[config.mk]
export PLATFORM = sky130hd
export DESIGN_NAME = regfile_sb
export DESIGN_NICKNAME = d
export VERILOG_FILES = /design/src/rtl/regfile_sb.sv
export SDC_FILE = /design/constraint.sdc
export NUM_CORES = 1
export LEC_CHECK = 0
export ABC_AREA = 1
export CORE_ASPECT_RATIO = 1.75
export CORE_MARGIN = 8
export CORE_UTILIZATION = 30
export DETAILED_ROUTE_END_ITERATION = 7
export DONT_BUFFER_PORTS = 1
export MAX_ROUTING_LAYER = met4
export PLACE_DENSITY = 0.51
export SLEW_MARGIN = 5
export SYNTH_ARGS = -nofsm -noshare
export SYNTH_HDL_FRONTEND = slang
export SYNTH_SLANG_ARGS = --single-unit
export TNS_END_PERCENT = 10
[constraint.sdc]
create_clock -name clk -period 4.75 [get_ports clk]
set_clock_uncertainty 0.15 [all_clocks]
set_input_delay 0.475 -clock clk [delete_from_list [all_inputs] [get_ports clk]]
set_output_delay 0.475 -clock clk [all_outputs]
set_load 0.02 [all_outputs]
[src/rtl/regfile_sb.sv]
// regfile_sb -- architectural register file with per-register scoreboard.
//
// Holds NREGS registers of DATA_W bits with register 0 hard-wired to zero.
// Each nonzero register has a busy bit: it is set when an instruction that
// targets the register issues and cleared when that register is written
// back. A registered count of set busy bits and a one-cycle pulse flagging
// writebacks to non-busy registers are also provided.
//
// Optional feature: define REGFILE_SB_BYPASS_EN to forward same-cycle
// writeback data (and a cleared busy flag) to the read ports. Without the
// macro, reads return stored state only, and writes become visible on the
// following cycle.
//
// Ports:
//   clk                  in   clock, all state updates on rising edge
//   rst                  in   synchronous active-high reset
//   src1, src2           in   read addresses (AW)
//   src1_val, src2_val   out  combinational read data (DATA_W)
//   src1_busy, src2_busy out  busy bit of the addressed register
//   we_reg               in   writeback enable
//   tgt                  in   writeback address (AW)
//   write_data           in   writeback data (DATA_W)
//   issue_valid          in   an instruction targeting issue_tgt issued
//   issue_tgt            in   destination of the issued instruction (AW)
//   busy_cnt             out  registered count of set busy bits (AW+1)
//   wb_orphan            out  registered pulse: writeback to non-busy reg
module regfile_sb #(
  parameter int DATA_W = 16,
  parameter int NREGS  = 8,
  parameter int AW     = $clog2(NREGS)
) (
  input  logic              clk,
  input  logic              rst,
  input  logic [AW-1:0]     src1,
  input  logic [AW-1:0]     src2,
  output logic [DATA_W-1:0] src1_val,
  output logic [DATA_W-1:0] src2_val,
  output logic              src1_busy,
  output logic              src2_busy,
  input  logic              we_reg,
  input  logic [AW-1:0]     tgt,
  input  logic [DATA_W-1:0] write_data,
  input  logic              issue_valid,
  input  logic [AW-1:0]     issue_tgt,
  output logic [AW:0]       busy_cnt,
  output logic              wb_orphan
);

  logic [DATA_W-1:0] regs_q [NREGS];
  logic [NREGS-1:0]  busy_q, busy_d;
  logic [AW:0]       busy_cnt_q, busy_cnt_d;
  logic              wb_orphan_q, wb_orphan_d;

  logic wr_en;
  logic iss_en;

  // Population count of the next busy vector; registering it keeps busy_cnt
  // in lock-step with the busy bits and bounded by NREGS-1 (bit 0 is never set).
  function automatic logic [AW:0] popcount(input logic [NREGS-1:0] v);
    logic [AW:0] c;
    c = '0;
    for (int i = 0; i < NREGS; i++) begin
      c = c + (AW+1)'(v[i]);
    end
    return c;
  endfunction

  assign wr_en  = we_reg && (tgt != '0);
  assign iss_en = issue_valid && (issue_tgt != '0);

  always_comb begin
    busy_d = busy_q;
    // Clear first, then set, so a same-register issue+writeback stays busy.
    if (wr_en) begin
      busy_d[tgt] = 1'b0;
    end
    if (iss_en) begin
      busy_d[issue_tgt] = 1'b1;
    end
    busy_d[0]   = 1'b0;
    busy_cnt_d  = popcount(busy_d);
    wb_orphan_d = wr_en && !busy_q[tgt];
  end

  always_ff @(posedge clk) begin
    if (rst) begin
      for (int i = 0; i < NREGS; i++) begin
        regs_q[i] <= '0;
      end
      busy_q      <= '0;
      busy_cnt_q  <= '0;
      wb_orphan_q <= 1'b0;
    end else begin
      if (wr_en) begin
        regs_q[tgt] <= write_data;
      end
      busy_q      <= busy_d;
      busy_cnt_q  <= busy_cnt_d;
      wb_orphan_q <= wb_orphan_d;
    end
  end

  // Write-through match per read port.
  logic byp1, byp2;

`ifdef REGFILE_SB_BYPASS_EN
  assign byp1 = wr_en && (tgt == src1);
  assign byp2 = wr_en && (tgt == src2);
`else
  assign byp1 = 1'b0;
  assign byp2 = 1'b0;
`endif

  always_comb begin
    src1_val  = '0;
    src2_val  = '0;
    src1_busy = 1'b0;
    src2_busy = 1'b0;
    if (src1 != '0) begin
      src1_val  = byp1 ? write_data : regs_q[src1];
      src1_busy = byp1 ? 1'b0 : busy_q[src1];
    end
    if (src2 != '0) begin
      src2_val  = byp2 ? write_data : regs_q[src2];
      src2_busy = byp2 ? 1'b0 : busy_q[src2];
    end
  end

  assign busy_cnt  = busy_cnt_q;
  assign wb_orphan = wb_orphan_q;

endmodule

==> run_results.csv <==
group,metric,value,unit
logic_synthesis,netlist_instances,1103,
logic_synthesis,synth-seq-area-share,48.9,%
final_layout,fin_util,33.3,%
final_layout,nFillCells,2973,
cts,cts_made_buffers,17,
logic_synthesis,synth_area,8310,um2
routing,routedWlPerCell,18.6,um
final_layout,final_cell_mix,"nand2_1, nor2_1, inv_1, edfxtp_1, nand3_1",
final_layout,syn2layout_area_growth,9.15,%
outcome,outcome,"finished, final reports clean",
sta,hold_viol,0,
grt,grt_pass1_wl,41200,um
final_layout,drive_above_1_share,5.22,%
pwr,p_total,0.00311,W
worst_hold_path,hp-class,"in2reg",
setup_path,cpMaxStageDelayCell,"fa_1",
logic_synthesis,synth.distinct_cells,29,
sta,period_needed,2920,ps
routing,drc,0,
routing,vias,7035,
setup_path,cp.arrival,3100,ps
placement,postPlaceCellArea,8490,um2
grt,grt_pass1_vias,6907,
die,core,27200,um2
cts,cts_tree,"yes",
placement,place.gp.congestion,0.850,
grt,antenna_found_initial,4,
die,pin_count,71,
routing,first_pass_iters,5,
sta,tightest_slew,1150,ps
final_layout,final_area,9070,um2
routing,drt_iter0_markers,581,
die,dieArea,33500,um2
cts,clock-root-buffer,"clkbuf_16",
cts,clock_latency,440,ps
setup_path,crit_type,"reg2reg",
placement,io_buffers,0,
cts,clk_pin_slew,60,ps
sta,fmax,0.342,GHz
setup_path,crit_chain,"o21ai_0 -> and2_1 -> fa_1 -> fa_1 -> fa_1 -> inv_1 -> fa_1 -> inv_1 -> nor2_1",
flow_run,maxCapViolCount,0,
grt,grt_use_total,17.2,%
sta,min_period_over_period,61.5,%
pwr,peakVddDrop,0.171,mV
setup_path,worstSetupStartpointType,"register",
routing,routed_wl,27300,um
sta,setup_tns,0,ps
setup_path,end_kind,"register",
die,initial_core_util,30.5,%
die,die_h,236,um
setup_path,path_max_fanout,4,
logic_synthesis,synth.avg_cell_area,7.53,um2
pwr,p_per_area,343,nW/um2
final_layout,final_common_cell,"nand2_1",
final_layout,nets,1115,
setup_path,cp.required,4930,ps
pwr,cellLeakagePower,4.15,nW
setup_path,critPathMaxStageDelay,540,ps
cts,cts_resized,0,
die,num_rows,80,
cts,clock_sinks,139,
logic_synthesis,yosys_warnings,0,
cts,htreeDepth,4,
cts,clock_path_buffers,2,
setup_path,crit_top_cell,"fa_1",
routing,ant_nets,0,
routing,viasPerCell,4.80,
grt,grt_overflow,0,
die,die_x,142,um
sta,setup_viol,0,
logic_synthesis,synth_seq_cells,139,
sta,drv_slew,0,
grt,grt_max_degree,104,
sta,rsz0062_at_grt,"no",
placement,dpl.hpwl,16900,um
sta,relSlewSlack,23.4,%
## kinds of logic after synthesis
kind of cell               count (synthesis)  synth area share (%)
AOI/OAI and AO/OA                        113                  6.90
buffers and inverters                    234                  12.2
other                                      1                0.0451
and+or+nand+nor                          612                  31.0
DFF                                      139                  48.9
adders and majority gates                  4                 0.964
## critical path, delay by kind of cell, from the launching register on
kind,cells,cell delay [ps]
adders and majority gates,4,1760
DFF,1,400
and+or+nand+nor,2,220
AOI/OAI and AO/OA,1,150
buffers and inverters,2,140
## cell type report
type	count	area (um2)	share of cell area, %
sequential	139	4060	44.8
multi-input combinational	746	3290	36.3
inverter	171	647	7.13
clock buffer	26	522	5.75
tap	369	462	5.09
timing repair buffer	4	42.5	0.469
clock inverter	6	31.3	0.345
antenna	4	10.0	0.110
## metrics by stage
step	std cells	setup WS [ps]	hold slack (ps)
2_1_floorplan	1119	1480	324
3_3_place_gp	1428	1510	375
3_5_place_dp	1428	1450	369
4_1_cts	1461	1810	79.3
5_1_grt	1465	1660	72.6
6_report	1465	1830	90.6
## per-layer routing
layer  track usage [%]  share of wire, %  vias up
met5                 -                 0        -
met4              7.56               2.7        0
met3              3.58               5.2       46
met2              32.3                56      189
met1              16.4                36     3403
li1                  -                 -     3397
## state kept, by name, indices dropped and copies added (netlist names)
name / count
busy_cnt: 3
busy_q: 7
regs_q: 128
wb_orphan: 1
## where the power goes
part           internal, W  switching [W]  total (W)
Sequential         0.00142      0.0000375    0.00146
Clock             0.000753       0.000505    0.00126
Combinational     0.000104       0.000296   0.000399
Total              0.00227       0.000838    0.00311
## synthesized netlist by cell type
| cell | instances | area [um2] |
|---|---|---|
| a21boi_0 | 1 | 7.51 |
| a21oi_1 | 6 | 30.0 |
| a22oi_1 | 1 | 7.51 |
| and2_1 | 4 | 25.0 |
| buf_1 | 2 | 7.51 |
| buf_2 | 25 | 125 |
| buf_4 | 10 | 75.1 |
| buf_6 | 8 | 90.1 |
| clkbuf_1 | 17 | 63.8 |
| clkbuf_2 | 1 | 5.00 |
| conb_1 | 1 | 3.75 |
| dfxtp_1 | 11 | 220 |
| edfxtp_1 | 128 | 3840 |
| fa_1 | 4 | 80.1 |
| inv_1 | 163 | 612 |
| inv_2 | 7 | 26.3 |
| inv_6 | 1 | 8.76 |
| nand2_1 | 308 | 1160 |
| nand2_2 | 2 | 12.5 |
| nand3_1 | 94 | 470 |
| nand4_1 | 6 | 37.5 |
| nand4_4 | 5 | 106 |
| nor2_1 | 180 | 676 |
| nor2_2 | 10 | 62.6 |
| nor2_8 | 1 | 20.0 |
| nor3_1 | 2 | 10.0 |
| o211ai_1 | 1 | 7.51 |
| o21ai_0 | 90 | 450 |
| o21ai_1 | 14 | 70.1 |
## final timing paths
path	startpoint	endpoint	slack, ps	cells past startpoint
setup / recovery	busy_q[4]	busy_cnt[1]	1830	9
hold / removal	issue_tgt[0]	busy_q[3]	90	2
setup reg to reg	busy_q[4]	busy_cnt[1]	1830	9
hold reg to reg	busy_q[1]	busy_q[1]	370	2
## repair_timing
item	CTS	global route
endpoints found under the hold margin	26	0
setup buffers	0	0
endpoints found under the setup margin	0	0
hold buffers	1	0
Power figures use the tool's default switching activity.
